File: src/rtl/sdram_pkg.sv
// Shared SDRAM constants: command encodings and refresh timing defaults,
// reused by the init, read, write, refresh and arbiter blocks.
package sdram_pkg;

  // {cs_n, ras_n, cas_n, we_n}
  localparam logic [3:0] CMD_NOP          = 4'b0111;
  localparam logic [3:0] CMD_PRECHARGE    = 4'b0010;
  localparam logic [3:0] CMD_AUTO_REFRESH = 4'b0001;

  localparam int REF_INTERVAL = 780;  // 7.8 us at 100 MHz
  localparam int T_RP         = 2;
  localparam int T_RC         = 7;

  typedef enum logic {
    REF_IDLE,
    REF_BUSY
  } refresh_state_t;

endpackage

File: src/rtl/sdram_refresh_ctrl_if.sv
// Refresh controller <-> arbiter/SDRAM command bundle.
// The master side is the refresh controller; the slave side is the arbiter.
interface sdram_refresh_ctrl_if;
  logic [3:0] cmd_reg;
  logic       arbit_refresh_req;
  logic       arbit_refresh_ack;
  logic       refresh_end;

  modport master (
    output cmd_reg,
    output arbit_refresh_req,
    output refresh_end,
    input  arbit_refresh_ack
  );

  modport slave (
    input  cmd_reg,
    input  arbit_refresh_req,
    input  refresh_end,
    output arbit_refresh_ack
  );
endinterface

File: src/rtl/sdram_refresh_ctrl.sv
// Periodic SDRAM auto-refresh: free-running interval counter raises a request,
// and once granted issues PRECHARGE, AUTO_REFRESH, AUTO_REFRESH, then refresh_end.
module sdram_refresh_ctrl #(
  parameter int REF_INTERVAL = sdram_pkg::REF_INTERVAL,
  parameter int T_RP         = sdram_pkg::T_RP,
  parameter int T_RC         = sdram_pkg::T_RC
) (
  input logic                  sysclk_100M,
  input logic                  rst_n,
  sdram_refresh_ctrl_if.master bus
);
  import sdram_pkg::*;

  localparam int IW      = $clog2(REF_INTERVAL);
  localparam int SEQ_LEN = T_RP + 2 * T_RC;
  localparam int SW      = $clog2(SEQ_LEN + 1);

  localparam logic [IW-1:0] IVL_LAST = IW'(REF_INTERVAL - 1);
  localparam logic [SW-1:0] AR1_AT   = SW'(T_RP);
  localparam logic [SW-1:0] AR2_AT   = SW'(T_RP + T_RC);
  localparam logic [SW-1:0] END_AT   = SW'(SEQ_LEN);

  refresh_state_t state_reg, state_next;
  logic [IW-1:0]  ivl_reg, ivl_next;
  logic [SW-1:0]  seq_reg, seq_next;
  logic           req_reg, req_next;
  logic [3:0]     cmd_out_reg, cmd_out_next;
  logic           end_reg, end_next;
  logic           ivl_wrap;

  assign ivl_wrap = (ivl_reg == IVL_LAST);

  always_ff @(posedge sysclk_100M or negedge rst_n) begin
    if (!rst_n) begin
      state_reg   <= REF_IDLE;
      ivl_reg     <= '0;
      seq_reg     <= '0;
      req_reg     <= 1'b0;
      cmd_out_reg <= CMD_NOP;
      end_reg     <= 1'b0;
    end else begin
      state_reg   <= state_next;
      ivl_reg     <= ivl_next;
      seq_reg     <= seq_next;
      req_reg     <= req_next;
      cmd_out_reg <= cmd_out_next;
      end_reg     <= end_next;
    end
  end

  // seq_reg holds the number of edges since acceptance, so each command is
  // decoded one edge ahead and lands registered in the following cycle.
  always_comb begin
    state_next   = state_reg;
    seq_next     = seq_reg;
    ivl_next     = ivl_wrap ? '0 : ivl_reg + 1'b1;
    req_next     = req_reg | ivl_wrap;
    cmd_out_next = CMD_NOP;
    end_next     = 1'b0;
    case (state_reg)
      REF_IDLE: begin
        // A wrap on the accepting edge is absorbed, never queued.
        if (req_reg && bus.arbit_refresh_ack) begin
          state_next   = REF_BUSY;
          req_next     = 1'b0;
          seq_next     = SW'(1);
          cmd_out_next = CMD_PRECHARGE;
        end
      end
      REF_BUSY: begin
        seq_next = seq_reg + 1'b1;
        if (seq_reg == AR1_AT || seq_reg == AR2_AT) begin
          cmd_out_next = CMD_AUTO_REFRESH;
        end
        if (seq_reg == END_AT) begin
          state_next = REF_IDLE;
          seq_next   = '0;
          end_next   = 1'b1;
        end
      end
      default: state_next = REF_IDLE;
    endcase
  end

  assign bus.cmd_reg           = cmd_out_reg;
  assign bus.arbit_refresh_req = req_reg;
  assign bus.refresh_end       = end_reg;

endmodule

File: src/flat_wrapper.sv
// flat-port wrapper written by rule: the top's interface ports become plain ports
module sdram_refresh_ctrl_flat import sdram_pkg::*;
#(
  parameter int REF_INTERVAL = sdram_pkg::REF_INTERVAL,
  parameter int T_RP         = sdram_pkg::T_RP,
  parameter int T_RC         = sdram_pkg::T_RC
)
  (sysclk_100M, rst_n, bus_cmd_reg, bus_arbit_refresh_req, bus_refresh_end, bus_arbit_refresh_ack);
  sdram_refresh_ctrl_if bus_i ();
  input logic sysclk_100M;
  input logic rst_n;
  output wire logic [$bits(bus_i.cmd_reg)-1:0] bus_cmd_reg;
  output wire logic [$bits(bus_i.arbit_refresh_req)-1:0] bus_arbit_refresh_req;
  output wire logic [$bits(bus_i.refresh_end)-1:0] bus_refresh_end;
  input wire logic [$bits(bus_i.arbit_refresh_ack)-1:0] bus_arbit_refresh_ack;
  assign bus_cmd_reg = bus_i.cmd_reg;
  assign bus_arbit_refresh_req = bus_i.arbit_refresh_req;
  assign bus_refresh_end = bus_i.refresh_end;
  assign bus_i.arbit_refresh_ack = bus_arbit_refresh_ack;
  sdram_refresh_ctrl #(.REF_INTERVAL(REF_INTERVAL), .T_RP(T_RP), .T_RC(T_RC)) u_core (.sysclk_100M(sysclk_100M), .rst_n(rst_n), .bus(bus_i));
endmodule
File: config.mk
export PLATFORM = sky130hd
export DESIGN_NAME = sdram_refresh_ctrl_flat
export DESIGN_NICKNAME = d
export VERILOG_FILES = /design/src/rtl/sdram_pkg.sv /design/src/rtl/sdram_refresh_ctrl_if.sv /design/src/rtl/sdram_refresh_ctrl.sv /design/src/flat_wrapper.sv
export SDC_FILE = /design/constraint.sdc
export NUM_CORES = 1
export LEC_CHECK = 0
export BUFFER_PORTS_ARGS = -buffer_cell sky130_fd_sc_hd__buf_2
export CORE_ASPECT_RATIO = 1.4
export CORE_MARGIN = 5
export CORE_UTILIZATION = 35
export CTS_BUF_LIST = sky130_fd_sc_hd__clkbuf_16
export CTS_CLUSTER_DIAMETER = 50
export CTS_CLUSTER_SIZE = 16
export DETAILED_ROUTE_END_ITERATION = 8
export GPL_TIMING_DRIVEN = 1
export PLACE_DENSITY_LB_ADDON = 0.25
export SYNTH_ARGS = -nofsm -noshare
export SYNTH_HDL_FRONTEND = slang
export SYNTH_SLANG_ARGS = --single-unit
File: constraint.sdc
create_clock -name sysclk_100M -period 3.3 [get_ports sysclk_100M]
set_clock_uncertainty 0.1 [all_clocks]
set_input_delay 0.165 -clock sysclk_100M [delete_from_list [all_inputs] [get_ports sysclk_100M]]
set_output_delay 0.165 -clock sysclk_100M [all_outputs]
set_load 0.01 [all_outputs]
== Word level (Yosys, flattened, before mapping) ==
Cells that the tools add are included.

* Flip-flop bits (word level): 22
* Output and inout bits: 6

* $add $sub $neg: 2
* Equality and inequality tests: 5
* Multiplexer cells: 14
* Bitwise logic cells: 2
* Reduce and logical (&&, ||, !) cells: 2

{| class="wikitable"
|+ Operators with widths
! operator !! number
|-
| adder 10 x 1 -> 10 bit (second input constant) || 1
|-
| equality test 10 bit (second input constant) || 1
|-
| 2-to-1 mux 10 bit || 1
|-
| 2-to-1 mux 5 bit || 2
|-
| one-hot mux 5 bit (2 select lines) || 1
|-
| one-hot mux 4 bit (2 select lines) || 1
|-
| 2-to-1 mux 1 bit || 6
|-
| 2-to-1 mux 3 bit || 2
|-
| adder 5 x 1 -> 5 bit (second input constant) || 1
|-
| equality test 5 x 2 -> 1 bit (second input constant) || 1
|-
| equality test 5 x 4 -> 1 bit (second input constant) || 1
|-
| equality test 5 bit (second input constant) || 1
|-
| inequality test 2 x 1 -> 1 bit (second input constant) || 1
|-
| one-hot mux 1 bit (2 select lines) || 1
|-
| logical AND 1 bit || 1
|-
| logical OR 1 bit || 1
|-
| NOT 1 bit || 1
|-
| OR 1 bit || 1
|}

== Longest topological paths before layout ==
Gate-level depths: netlist of the first run.

* Word-level depth: 4
* Gate-level depth with buffers: 5

== Worst setup path before layout of the first run ==
Ideal clock, no wire load.

* Path type: register -> register
* From: register u_core.seq_reg[0]
* To: register u_core.seq_reg[2]
* Library setup time: 0.143 ns
* Arrival: 1.171 ns
* Setup slack: 1.886 ns
* Cell stages (with the launch flop): 6
* Buffers on the path: 0
* Clock period less this slack: 1.414 ns
* Cells stage by stage: dfrtp_1 > inv_1 > ha_1 > nand2_1 > o31ai_1 > o21ai_0

* Cells in the longest elaborated chain, start to end: 3
* Elaborated cells on any way between the ends: 4
* Those cells by class: add/sub: 1; eq/ne: 1; mux: 2

{| class="wikitable"
|+ Ends and longest elaborated chain
! item !! RTL line !! text
|-
| from (decl) || sdram_refresh_ctrl.sv:25 || <nowiki>logic [SW-1:0] seq_reg, seq_next;</nowiki>
|-
| from (signal assigned) || sdram_refresh_ctrl.sv:44 || <nowiki>seq_reg <= seq_next;</nowiki>
|-
| adder 5 x 1 -> 5 bit or equality test 5 bit (tied branches) || sdram_refresh_ctrl.sv:71, sdram_refresh_ctrl.sv:75 ||
|-
| 2-to-1 mux 5 bit * || sdram_refresh_ctrl.sv:75 || <nowiki>if (seq_reg == END_AT) begin</nowiki>
|-
| one-hot mux 5 bit (2 select lines) * || sdram_refresh_ctrl.sv:60 || <nowiki>case (state_reg)</nowiki>
|}

Mark *: on every way between the ends. The rest lies on a longest branch, timed or not.
A chain may end at the register's enable or synchronous reset.

== Final worst setup path of the first run ==
* From: register u_core.seq_reg[0]
* To: register u_core.seq_reg[4]

Same word-level chain as after synthesis.

==> impl_metrics.yaml, run 1 <==
worst_setup_path:
  crit_path_max_fanout: 6
  required_ns: 3.31
  crit_arrival_ns: 1.62
  cp-end-kind: "register"
  worst_setup_path_start_kind: "register"
  worstSetupPathType: "reg2reg"
detailed_routing:
  wl_mm: 1.74
  via_count: 670
  ant_nets: 0
  viasPerCell: 4.86
  drt_iter0_markers: 10
  wl_per_cell_um: 12.6
  remaining_drc_errors: 0
  dr.pass1.iters: 4
die:
  rows: 23
  io_pins: 9
  die_h_um: 73.1
  dieArea_um2: 4020
  placeableCoreArea_um2: 2790
  start_util_pct: 35.6
  fp.dieW_um: 55.1
hold_path:
  hold_path.class: "in2reg"
logic_synthesis:
  avgSynthCellArea_um2: 10.8
  synth_area_um2: 995
  synth_sequential_area_ratio_pct: 53.2
  synth.net_count: 100
  synth_top_area_share_pct: 45.3
  ys_warn_count: 0
  yosys.area.top_type: "dfrtp_1"
  syn_inst: 92
  synth.area.top_cells: "dfrtp_1 (45%), dfstp_2 (7.9%), ha_1 (6.3%)"
  yosys_register_bits: 21
  post_synth_num_cell_types: 31
placed_design:
  place_congestion: 0.772
  placed_cells: 133
  io_buffers: 7
  place_hpwl_mm: 1.29
  pre_cts_ws_ns: 1.66
clock_tree:
  clk-insertion-delay-late_ns: 0.25
  cts_setup_buffers: 0
  cts_sinks: 21
  cts_tree: "built"
  cts_root_buffer: "clkbuf_16"
  clk_pin_slew_ns: 0.06
  cts_hold_buf: 1
  clockBufferDepth: 2
  cts_buffers: 3
  cts_htree_levels: 1
  ctsResizeCount: 0
final_layout:
  layout-drive-gt1-share_pct: 17.8
  multiInputGateArea_um2: 434
  insertedDiodeCount: 0
  final_cells: 138
  regArea_um2: 529
  fin_util_pct: 41.1
  largest_register_ffs: 10
  nFillCells: 282
  nNetsFinal: 110
  syn2layout_area_growth_pct: 15.5
global_route:
  grt_pass1_wl_mm: 3.18
  grt.total_usage_pct: 11.0
  grt_pass1_vias: 719
  grt_max_degree: 22
  grt_overflow: 0
  antenna_found_initial: 0
timing:
  max-slew-margin-rel_pct: 65.4
  finalSetupTns_ns: 0
  fmaxAchievable_mhz: 619
  setup_ws_ns: 1.69
  setup-violations-final: 0
  slew_violations: 0
  worst_pin_slew_ns: 0.515
  hold_ws_ns: 0.129
  hold_viol_final: 0
  post-route-period-util_pct: 48.9
  rsz0062_at_grt: "false"
  fin_crit_ns: 1.61
power_and_ir_drop:
  p_leak_nw: 0.476
  max-vdd-ir-drop_v: 0.000219
  cellPowerDensity_nw_per_um2: 447
run:
  maxCapViolCount: 0
run_status:
  status: "completed"
[cell type report]
| type | instances | area share (%) |
|---|---|---|
| clock inverter | 1 | 0.327 |
| tap | 37 | 4.03 |
| sequential | 21 | 46.1 |
| clock buffer | 3 | 6.54 |
| inverter | 4 | 1.31 |
| multi-input combinational | 64 | 37.8 |
| timing repair buffer | 8 | 3.92 |
[cells in the mapped netlist]
cell,n
nor4b_1,2
buf_2,1
a2bb2oi_1,1
o21ai_0,5
or2_2,1
or4_4,1
clkbuf_1,1
dfrtp_1,18
or3_1,2
and4bb_2,1
nand2_1,7
mux2i_1,2
xnor2_1,2
a21oi_1,3
o22ai_1,1
xor2_1,5
nand3b_1,1
dfstp_2,3
nand3_1,8
ha_1,5
nor2b_1,2
nand2b_1,2
buf_4,1
and2_1,1
a21oi_2,1
conb_1,1
inv_1,4
o21a_1,1
nor2_1,6
nand4_2,1
o31ai_1,2
[layer usage]
layer	up-vias	wire (um)	GRT usage (%)
li1	333	-	-
met2	4	963	18.0
met4	0	21	6.49
met3	2	23	2.45
met1	331	727	12.7
met5	-	0	0
[path summary, 6_finish.rpt]
kind                       slack, ns  cells past startpoint                         endpoint                          start
setup reg to reg                1.69                      5    u_core.seq_reg[4]$_DFFE_PN0P_  u_core.seq_reg[0]$_DFFE_PN0P_
setup / recovery                1.69                      5    u_core.seq_reg[4]$_DFFE_PN0P_  u_core.seq_reg[0]$_DFFE_PN0P_
hold reg to reg                 0.40                      1      u_core.ivl_reg[0]$_DFF_PN0_    u_core.ivl_reg[0]$_DFF_PN0_
hold / removal                  0.13                      4    u_core.seq_reg[3]$_DFFE_PN0P_          bus_arbit_refresh_ack
max in group asynchronous       2.46                      2  u_core.bus.cmd_reg[0]$_DFF_PN1_                          rst_n
min in group asynchronous       0.30                      2      u_core.ivl_reg[8]$_DFF_PN0_                          rst_n
[metrics by stage]
stage | total power, mW | area (um2)
4_1_cts | 0.523 | 1150
5_1_grt | 0.533 | 1150
2_1_floorplan | 0.264 | 995
3_5_place_dp | 0.269 | 1060
3_3_place_gp | 0.269 | 1060
6_report | 0.514 | 1150
[kinds of logic after synthesis]
family	after synthesis	share of synthesized area, %
muxes	2	2.01
adders and majority gates	5	6.29
and+or+nand+nor	35	20.1
DFF	21	53.2
other	1	0.377
AOI/OAI and AO/OA	14	8.68
xor gates and xnor gates	7	6.16
buffers and inverters	7	3.14
[where the power goes]
group          switching [mW]  internal (mW)  total [mW]
Sequential                  0          0.258       0.258
Combinational         0.00580        0.00166     0.00746
Clock                  0.0873          0.161       0.249
Total                  0.0931          0.421       0.514
[placed cells by master, fill, tap and decap left out]
cell	instances
a21oi_2	1
inv_1	5
o21a_1	1
and4bb_2	1
nand2_1	7
a2bb2oi_1	1
and2_1	1
mux2i_1	2
dlygate4sd3_1	1
ha_1	5
dfrtp_1	18
nand2b_1	2
a21oi_1	3
nand4_2	1
nand3b_1	1
clkbuf_16	3
nand3_1	8
or3_1	2
o31ai_1	2
or2_2	1
o22ai_1	1
buf_2	7
dfstp_2	3
nor2_1	6
o21ai_0	5
xnor2_1	2
xor2_1	5
conb_1	1
nor2b_1	2
or4_4	1
nor4b_1	2
[critical path: stages, from the launching register on]
cell and delay [ns]:
dfrtp_1 0.43, inv_1 0.11, ha_1 0.15, nand2_1 0.07
o31ai_1 0.45, o21ai_0 0.17
(Power assumes the default switching activity.)
==> run 2: changes to the inputs <==
clock period = 1.69 ns   (was 3.3 ns; I/O delays follow)
==> run 2 against run 1 <==
Against the previous run: register-to-register slack worse by 1.5 ns; combinational power up 98%; fmax up 6.5%; sequential power up 95%; via count down 0.60%; sequential share of layout area down 0.20 points.
==> impl_metrics.yaml, run 2 (synthesis results as in run 1) <==
run_status:
  status: "completed"
worst_setup_path:
  cp-end-kind: "register"
  crit_arrival_ns: 1.60
  worstSetupPathType: "reg2reg"
  worst_setup_path_start_kind: "register"
  required_ns: 1.77
  crit_path_max_fanout: 6
timing:
  fin_crit_ns: 1.52
  fmaxAchievable_mhz: 660
  slew_violations: 0
  setup-violations-final: 0
  post-route-period-util_pct: 89.7
  hold_viol_final: 0
  finalSetupTns_ns: 0
  rsz0062_at_grt: "false"
global_route:
  grt_pass1_vias: 722
  grt_overflow: 0
  grt_max_degree: 22
  grt_pass1_wl_mm: 3.17
  antenna_found_initial: 0
  grt.total_usage_pct: 10.5
clock_tree:
  cts_setup_buffers: 0
  clk_pin_slew_ns: 0.06
  cts_tree: "built"
  cts_root_buffer: "clkbuf_16"
  clk-insertion-delay-late_ns: 0.25
  cts_htree_levels: 1
  cts_buffers: 3
  cts_sinks: 21
  clockBufferDepth: 2
placed_design:
  place_hpwl_mm: 1.28
  placed_cells: 133
  place_congestion: 0.772
  io_buffers: 7
final_layout:
  multiInputGateArea_um2: 439
  regArea_um2: 529
  syn2layout_area_growth_pct: 16.0
  fin_util_pct: 41.3
  final_cells: 138
  nNetsFinal: 110
  nFillCells: 288
  layout-drive-gt1-share_pct: 18.8
  layout_common_cells: "dfrtp_1 (18), nand3_1 (8), nand2_1 (7), buf_2 (7), nor2_1 (6)"
  final_common_cell: "dfrtp_1"
  largest_register_ffs: 10
  insertedDiodeCount: 0
detailed_routing:
  dr.pass1.iters: 4
  wl_per_cell_um: 12.8
  drt_iter0_markers: 25
  wl_mm: 1.76
  via_count: 666
  remaining_drc_errors: 0
  ant_nets: 0
  viasPerCell: 4.83
die:
  fp.dieW_um: 55.1
  die_h_um: 73.1
  start_util_pct: 35.6
  rows: 23
  dieArea_um2: 4020
  io_pins: 9
  placeableCoreArea_um2: 2790
run:
  maxCapViolCount: 0
power_and_ir_drop:
  finalPower_mw: 1.00
  p_leak_nw: 0.477
  max-vdd-ir-drop_v: 0.000667
  cellPowerDensity_nw_per_um2: 868
hold_path:
  hold_path.class: "in2reg"
## run 2: cell counts in the layout (fill, tap and decap cells not counted)
No cell type changed its count.
## run 2: stage by stage
stage	cell area (um2)	hold WS, ns	setup slack [ns]
floorplan	995	-0.311	0.276
global placement	1060	-0.0294	0.132
detailed placement	1060	-0.0301	0.0357
CTS	1150	0.0506	0.0451
global route	1150	0.0944	0.0168
finish	1150	0.0507	0.174
## run 2: area by class of cell
type	instances	share of cell area [%]
clock buffer	3	6.51
clock inverter	1	0.325
inverter	4	1.30
multi-input combinational	64	38.1
sequential	21	45.9
tap	37	4.01
timing repair buffer	8	3.90
## run 2: metal layers
layer  share of wire [%]  wire (um)  up-vias  GRT usage, %
met5                   0          0        -             0
met4                0.45          8        0          4.05
met3                 1.1         20        2          1.23
met2                  57       1010        4          18.0
met1                  41        728      330          13.1
li1                    -          -      330             -
## run 2: power by group
part | internal, mW | switching [mW]
clock network | 0.315 | 0.169
registers | 0.503 | 0
logic | 0.00325 | 0.0115
total | 0.821 | 0.180
## run 2: final timing paths
| kind | cells after the start | to | slack, ns | from |
|---|---|---|---|---|
| worst max register to register | 3 | u_core.ivl_reg[9]$_DFF_PN0_ | 0.17 | u_core.ivl_reg[3]$_DFF_PN0_ |
| worst min-delay path | 4 | u_core.seq_reg[3]$_DFFE_PN0P_ | 0.05 | bus_arbit_refresh_ack |
| worst max-delay path | 3 | u_core.ivl_reg[9]$_DFF_PN0_ | 0.17 | u_core.ivl_reg[3]$_DFF_PN0_ |
| worst min register to register | 1 | u_core.ivl_reg[0]$_DFF_PN0_ | 0.40 | u_core.ivl_reg[0]$_DFF_PN0_ |
| max in group asynchronous | 2 | u_core.bus.cmd_reg[2]$_DFF_PN1_ | 0.92 | rst_n |
| min in group asynchronous | 2 | u_core.ivl_reg[6]$_DFF_PN0_ | 0.22 | rst_n |
## run 2: critical path: stages (launching register included)
cell,delay [ns]
dfrtp_1,0.44
nand4_2,0.21
or4_4,0.56
a21oi_2,0.14
## run 2: what timing repair did
item,4_1_cts,5_1_grt
resized for setup,0,1
setup endpoints to repair,0,5
hold endpoints to repair,18,0
hold buffers,1,0
